<file path="src/rtl/mem_stage_v2.sv">
// Pipeline MEMORY stage: byte-addressed sub-word loads/stores against a local data RAM,
// optional multi-cycle access with a stall handshake, and misalignment suppression.
module mem_stage_v2 #(
  parameter int DEPTH   = 128,
  parameter int MEM_LAT = 0
) (
  input  logic        clk,
  input  logic        rst,
  input  logic [31:0] ALUout,
  input  logic [31:0] XM_RT,
  input  logic [4:0]  XM_RD,
  input  logic        XM_MemToReg,
  input  logic        XM_MemWrite,
  input  logic [1:0]  XM_Size,
  input  logic        XM_Unsigned,
  input  logic        bnoWB,
  output logic [31:0] MW_ALUout,
  output logic [4:0]  MW_RD,
  output logic        MW_Misalign,
  output logic        mem_stall
);

  localparam int         IDX_W    = $clog2(DEPTH);
  localparam bit         LAT_ZERO = (MEM_LAT == 0);
  localparam logic [3:0] LAT_M1   = (MEM_LAT > 0) ? 4'(MEM_LAT - 1) : 4'd0;

  localparam logic [1:0] S_IDLE = 2'd0;
  localparam logic [1:0] S_BUSY = 2'd1;
  localparam logic [1:0] S_DONE = 2'd2;

  logic [31:0]      ram_q [DEPTH];
  logic [1:0]       state_q, state_d;
  logic [3:0]       cnt_q, cnt_d;
  logic [31:0]      alu_q, alu_d;
  logic [4:0]       rd_q, rd_d;
  logic             mis_q, mis_d;

  logic [IDX_W-1:0] idx_s;
  logic [1:0]       lane_s;
  logic             req_s;
  logic             is_load_s;
  logic             is_store_s;
  logic             misalign_s;
  logic             aligned_req_s;
  logic             access_s;
  logic             stall_s;
  logic             ram_we_s;
  logic [31:0]      rd_word_s;
  logic [31:0]      ram_d;
  logic             unused_addr_s;

  function automatic logic [3:0] lane_enables(input logic [1:0] size, input logic [1:0] lane);
    case (size)
      2'b00:   return 4'b0001 << lane;
      2'b01:   return lane[1] ? 4'b1100 : 4'b0011;
      default: return 4'b1111;
    endcase
  endfunction

  function automatic logic [31:0] merge_store(input logic [31:0] old_word, input logic [31:0] rt,
                                              input logic [1:0] size, input logic [1:0] lane);
    logic [31:0] wdata;
    logic [3:0]  be;
    logic [31:0] res;
    case (size)
      2'b00:   wdata = {4{rt[7:0]}};
      2'b01:   wdata = {2{rt[15:0]}};
      default: wdata = rt;
    endcase
    be = lane_enables(size, lane);
    for (int i = 0; i < 4; i++) begin
      res[i*8 +: 8] = be[i] ? wdata[i*8 +: 8] : old_word[i*8 +: 8];
    end
    return res;
  endfunction

  function automatic logic [31:0] extract_load(input logic [31:0] word, input logic [1:0] size,
                                               input logic [1:0] lane, input logic uns);
    logic [7:0]  b;
    logic [15:0] h;
    b = word[{lane, 3'b000} +: 8];
    h = lane[1] ? word[31:16] : word[15:0];
    case (size)
      2'b00:   return uns ? {24'd0, b} : {{24{b[7]}}, b};
      2'b01:   return uns ? {16'd0, h} : {{16{h[15]}}, h};
      default: return word;
    endcase
  endfunction

  // Address upper bits beyond the RAM index wrap around and are intentionally ignored.
  assign unused_addr_s = ^ALUout[31:IDX_W+2];
  assign idx_s         = ALUout[IDX_W+1:2];
  assign lane_s        = ALUout[1:0];
  assign req_s         = XM_MemToReg | XM_MemWrite;
  assign is_load_s     = XM_MemToReg;
  assign is_store_s    = XM_MemWrite & ~XM_MemToReg;
  assign aligned_req_s = req_s & ~misalign_s;
  assign rd_word_s     = ram_q[idx_s];
  assign ram_d         = merge_store(rd_word_s, XM_RT, XM_Size, lane_s);
  assign ram_we_s      = access_s & is_store_s & rst;
  assign mem_stall     = stall_s & rst;

  // Alignment check per access size
  always_comb begin
    misalign_s = 1'b0;
    case (XM_Size)
      2'b00:   misalign_s = 1'b0;
      2'b01:   misalign_s = lane_s[0];
      default: misalign_s = (lane_s != 2'b00);
    endcase
  end

  // Cycle on which the memory operation actually takes effect
  always_comb begin
    access_s = 1'b0;
    if (LAT_ZERO) begin
      access_s = aligned_req_s;
    end else begin
      access_s = aligned_req_s && (state_q == S_DONE);
    end
  end

  // Latency FSM: IDLE accepts, BUSY counts down, DONE performs the access without stalling
  always_comb begin
    state_d = state_q;
    cnt_d   = cnt_q;
    stall_s = 1'b0;
    case (state_q)
      S_IDLE: begin
        if (aligned_req_s && !LAT_ZERO) begin
          stall_s = 1'b1;
          cnt_d   = LAT_M1;
          state_d = (LAT_M1 == 4'd0) ? S_DONE : S_BUSY;
        end else begin
          state_d = S_IDLE;
        end
      end
      S_BUSY: begin
        stall_s = 1'b1;
        if (cnt_q <= 4'd1) begin
          cnt_d   = 4'd0;
          state_d = S_DONE;
        end else begin
          cnt_d   = cnt_q - 4'd1;
          state_d = S_BUSY;
        end
      end
      S_DONE: begin
        cnt_d   = 4'd0;
        state_d = S_IDLE;
      end
      default: begin
        cnt_d   = 4'd0;
        state_d = S_IDLE;
      end
    endcase
  end

  // Next MEM/WB register contents; a stall injects a bubble and holds the data value
  always_comb begin
    alu_d = alu_q;
    rd_d  = 5'd0;
    mis_d = 1'b0;
    if (stall_s) begin
      alu_d = alu_q;
      rd_d  = 5'd0;
    end else if (req_s && misalign_s) begin
      alu_d = 32'd0;
      rd_d  = 5'd0;
      mis_d = 1'b1;
    end else if (is_store_s) begin
      alu_d = ALUout;
      rd_d  = 5'd0;
    end else if (is_load_s) begin
      alu_d = extract_load(rd_word_s, XM_Size, lane_s, XM_Unsigned);
      rd_d  = bnoWB ? 5'd0 : XM_RD;
    end else begin
      alu_d = ALUout;
      rd_d  = bnoWB ? 5'd0 : XM_RD;
    end
  end

  // Pipeline and FSM registers
  always_ff @(posedge clk or negedge rst) begin
    if (!rst) begin
      state_q <= S_IDLE;
      cnt_q   <= 4'd0;
      alu_q   <= 32'd0;
      rd_q    <= 5'd0;
      mis_q   <= 1'b0;
    end else begin
      state_q <= state_d;
      cnt_q   <= cnt_d;
      alu_q   <= alu_d;
      rd_q    <= rd_d;
      mis_q   <= mis_d;
    end
  end

  // Data RAM: not reset, contents undefined at power-up
  always_ff @(posedge clk) begin
    if (ram_we_s) begin
      ram_q[idx_s] <= ram_d;
    end
  end

  assign MW_ALUout   = alu_q;
  assign MW_RD       = rd_q;
  assign MW_Misalign = mis_q;

endmodule

</file>
<file path="config.mk">
export PLATFORM = sky130hd
export DESIGN_NAME = mem_stage_v2
export DESIGN_NICKNAME = d
export VERILOG_FILES = /design/src/rtl/mem_stage_v2.sv
export SDC_FILE = /design/constraint.sdc
export NUM_CORES = 2
export LEC_CHECK = 0
export ABC_AREA = 0
export CORE_MARGIN = 2
export CORE_UTILIZATION = 45
export DETAILED_ROUTE_END_ITERATION = 6
export HOLD_SLACK_MARGIN = 0.03
export PLACE_DENSITY = 0.68
export SLEW_MARGIN = 20
export SYNTH_ARGS = -nofsm -noshare
export SYNTH_HDL_FRONTEND = slang
export SYNTH_SLANG_ARGS = --single-unit
</file>
<file path="constraint.sdc">
create_clock -name clk -period 7.4 [get_ports clk]
set_input_delay 1.48 -clock clk [delete_from_list [all_inputs] [get_ports clk]]
set_output_delay 1.48 -clock clk [all_outputs]
set_load 0.05 [all_outputs]
</file>
Yosys cells after proc, flatten, opt, wreduce, memory -nomap -nowiden
Memory sizes are Yosys's and may differ from the RTL's.
Index checks and enable logic that the tools add are counted.

cells by class
  add/subtract/negate cells = 1
  $lt $le $gt $ge = 1
  eq/ne operators = 2
  shift operators = 2
  mux-type cells = 28
  bitwise operators = 8
  reductions and logical operators = 4

operator list
  operator             count
  $mux 32              5
  $pmux 32 s2          2
  $mux 8               4
  $shiftx 32x6->8      1
  $mux 5               4
  $mux 16              1
  $pmux 4 s2           2
  $mux 4               2
  $and 1x1->1          5
  $mux 1               5
  $eq 2x1->1 const B   2
  $le 4x1->1 const B   1
  $logic_not 2->1      2
  $mux 2               2
  $shl 1x2->4 const A  1
  $sub 4x1->4 const B  1
  $not 1->1            2
  $pmux 1 s2           1
  $reduce_bool 2->1    1
  $logic_and 1x1->1    1
  $or 1x1->1           1

storage, ports and cells
  bits in registers = 44
  RAM bits = 4096
  input bits = 77
  output and inout port bits = 39
  logic and storage cells = 52
  memories kept = 1

memory list
  name   depth  bits a word  read ports  clocked after memory_dff  wr ports  line  source
  ram_q  128    32           1           0                         1         31    logic [31:0] ram_q [DEPTH];

Longest topological paths before layout
  word-level depth = 8
  gate-level depth with buffers = 16
  gate-level depth less buffers = 9

Worst setup path after synthesis
OpenSTA, ideal clock, no wires.

  kind = input-to-reg
  start = in ALUout[3]
  end = mem ram_q[0][21] (data pin)
  library setup time = 1.197 ns
  arrival = 8.700 ns
  data required time = 6.203 ns
  setup slack = -2.497 ns
  stages = 13
  buffers on the path = 5
  cells stage by stage = buf_4 inv_2 buf_2 buf_4 buf_2 clkbuf_1 a221oi_1 o221a_2 o31ai_1 a22oi_1 o211ai_1 mux2i_1 o21ai_0

on the way
  cells in the longest elaborated chain, start to end = 2

ends and longest elaborated chain
  element              line  source
  from (decl)          9     input logic [31:0] ALUout,
  $mem_v2 128x32       --
  $mux 8               72    res[i*8 +: 8] = be[i] ? wdata[i*8 +: 8] : old_word[i*8 +: 8];
  named net ram_d[21]  49    logic [31:0] ram_d;
  to (decl)            31

The timed path passes the listed nets, and every way through them passes these cells.

Final worst setup path
  start = in ALUout[2]
  end = mem ram_q[49][24] (data pin)

Same word-level chain as after synthesis.

==> key figures <==
Run status
  • Status: finished with violations
  • Violated checks: design-rule violations

Logic synthesis
  • Leading area contributor after synthesis: edfxtp_1
  • Post-Syn Area: 161000 um2
  • Most frequent cell after synthesis: edfxtp_1
  • Post-synthesis sequential area ratio: 0.773
  • Library cells used by synthesis: between 90 and 100
  • Synth top area cells: edfxtp_1 77%, mux4_2 3.9%, mux2_2 2.5%
  • Synth cell count leaders: 4096 x edfxtp_1, 436 x a221oi_1, 370 x nand2_1
  • Post-synth EDFFs: about 4100
  • Yosys warns: 0
  • Ys async rst share: 0.0106
  • Primary FF master, synth: edfxtp_1
  • Synth Area per Inst: around 18 um2
  • Yosys top cell area share: 0.766
  • Synth Register Bits: ~4100
  • Syn Nets: slightly below 9000
  • Cells after Synth: 8733

Detailed routing
  • Avg WL per Cell: ~42 um
  • DRC: 9
  • Drt first pass iters: 7
  • Antenna Nets Post-Route: 0
  • Starting DRT DRC Count: just under 20000
  • Vias per cell: between 6 and 7
  • Routed wire length: 605000 um
  • Vias: about 100k

Critical path
  • Crit end category: flop
  • Crit Path Category: input pin to flop
  • CP required: approximately 8 ns
  • Startpoint types: input pin
  • Worst-path maximum fanout: 96
  • CP arrival: 7.05 ns

Job
  • Max_cap viols: 0

CTS
  • Count of cells resized by post-cts repair: 0
  • Clk_lat worst skew: 1.01 ns
  • # H-tree levels: 5
  • Inserted Clock Buffers: 400
  • Post-CTS setup buffer count: 0
  • Clock Path Buffers: 4
  • Clock Sinks: 4140
  • Cts hold-fix bufs: 0
  • CTS tree: done
  • Clock slew at reported path FFs: 0.06 ns
  • Clk root buf: clkbuf_16

STA
  • RSZ-0062 raised after global routing: false
  • Final setup fails: 0
  • Setup TNS: 0 ns
  • Worst-Margin Slew: around 1.5 ns
  • Rel. slew slack: 0.0253
  • Fin Clk Skew: between 0.06 and 0.07 ns
  • Fin. max-slew vios: 0
  • Final hold vios: 0
  • F_max: roughly 150 MHz
  • Final min period: around 6.5 ns
  • Crit share post-route: 0.880

Die
  • Chip height: roughly 600 um
  • Boundary pin count: between 100 and 150
  • Die Footprint: between 300000 and 400000 um2
  • Core box area: 355000 um2
  • Starting Density: 0.452
  • Die W: approximately 600 um
  • Num rows: ~220

Place
  • DP HPWL: around 370000 um
  • Placed cell areas: approximately 170000 um2
  • GPL Wtd Cong: between 0.9 and 1
  • PortBufs: ~120

Cells and area
  • Synth-to-layout area growth: 15.6%
  • FF/Latch Area: 124000 um2
  • Fillers: 27600
  • Fraction of layout cells with a size suffix above 1: 0.224
  • Fin nets: between 9000 and 10000
  • Area of the multi-input gates: approximately 35000 um2
  • Final instance area: 186000 um2

GRT
  • Initial antenna violation count: 64
  • Grt ovf: 0
  • GRT Overall Usage: 0.326
  • Largest net degree at the start of global routing: approximately 130
  • First-pass GRT wire length: around 810000 um
  • Vias in the first global route: about 94000

Power and ir drop
  • Power per cell area: 272 nW/um2
  • Lkg Pwr: between 50 and 60 nW
  • Peak VDD IR: about 0.00021 V
  • Power, Total: 50.5 mW

Hold path
  • Hold WC Path Type: flop to flop
logic make-up after synthesis:
group,Yosys count,share of synthesized area
flip-flops,4140,0.773
buffers and inverters,634,0.0209
AND/OR/NAND/NOR,1017,0.0292
XOR/XNOR,1,0.0000546
adder cells (fa/ha/maj),2,0.000156
multiplexers,997,0.0864
AO/OA/AOI/OAI,1942,0.0904
worst max-delay path, cell delays in order:
cell,delay (ns)
buf_8,0.75
buf_4,0.39
buf_12,0.29
mux4_2,0.53
nand2b_1,0.16
a221oi_1,0.48
nor3_1,0.09
a311oi_1,1.14
buf_4,0.26
a2111oi_0,0.09
nor4_2,0.49
mux2i_4,0.12
buf_4,0.43
report_power, final:
part / switching, mW / total (mW) / internal [mW]
logic: 3.24 / 4.33 / 1.09
registers: 0.0221 / 26.4 / 26.3
clock network: 8.94 / 19.8 / 10.9
total: 12.2 / 50.5 / 38.3
worst paths after layout:
path / to / depth (start not counted) / from / slack (ns)
min in group asynchronous: MW_ALUout[10] / 2 / rst / 0.65
worst max-delay path: ram_q[49][24] / 13 / ALUout[2] / 0.88
worst min register to register: state_q[1] / 1 / cnt_q[2] / 0.52
worst min-delay path: state_q[1] / 1 / cnt_q[2] / 0.52
max in group asynchronous: MW_ALUout[22] / 2 / rst / 6.34
worst max register to register: ram_q[65][19] / 8 / ram_q[77][19] / 2.69
registers in the layout, summed over array words and instances (netlist names):
register,count
MW_ALUout,32
state_q,2
cnt_q,4
MW_RD,5
MW_Misalign,1
ram_q,4096
layout by cell type, fill, tap and decap left out, types with 36 or more instances in the layout:
cell type           n
edfxtp_1         4096
buf_4             601
a221oi_1          436
clkbuf_16         404
a22oi_1           364
nand2_1           361
mux2i_1           360
mux2_2            347
mux4_2            276
a21oi_1           230
nor2_1            205
o21ai_0           192
buf_12            133
nor2_4            131
o22ai_1           119
clkdlybuf4s50_1   106
clkinv_1          103
a221o_1            93
clkinv_2           81
clkbuf_1           73
a22o_1             72
nand2b_1           58
a31oi_1            53
o221ai_1           48
dfrtp_1            44
o2bb2ai_1          44
o211ai_1           39
diode_2            37
nand3_1            36
final cells by class:
class                           instances  area share
Antenna cell                           37    0.000499
Clock buffer                          477      0.0559
Clock inverter                        249      0.0111
Inverter                               13    0.000371
Multi-Input combinational cell       3959       0.187
Sequential cell                      4140       0.668
Tap cell                             4751      0.0320
Timing Repair Buffer                  850      0.0449
stage by stage:
step           instances  hold WS [ns]  worst slack (ns)   util
2_1_floorplan       8733         0.435             -1.28      -
3_3_place_gp       13700         0.491             -1.22  0.487
3_5_place_dp       13700         0.517             0.448  0.487
4_1_cts            14400         0.526              1.44  0.522
5_1_grt            14400         0.558              1.07  0.522
6_report           14500         0.519             0.885  0.522
layer usage:
metal,global-route usage,wire [um]
met5,0,271
met4,0.210,47500
met3,0.123,97800
met2,0.465,256000
met1,0.417,203000
Note: power is estimated with default switching activity, not from simulation.
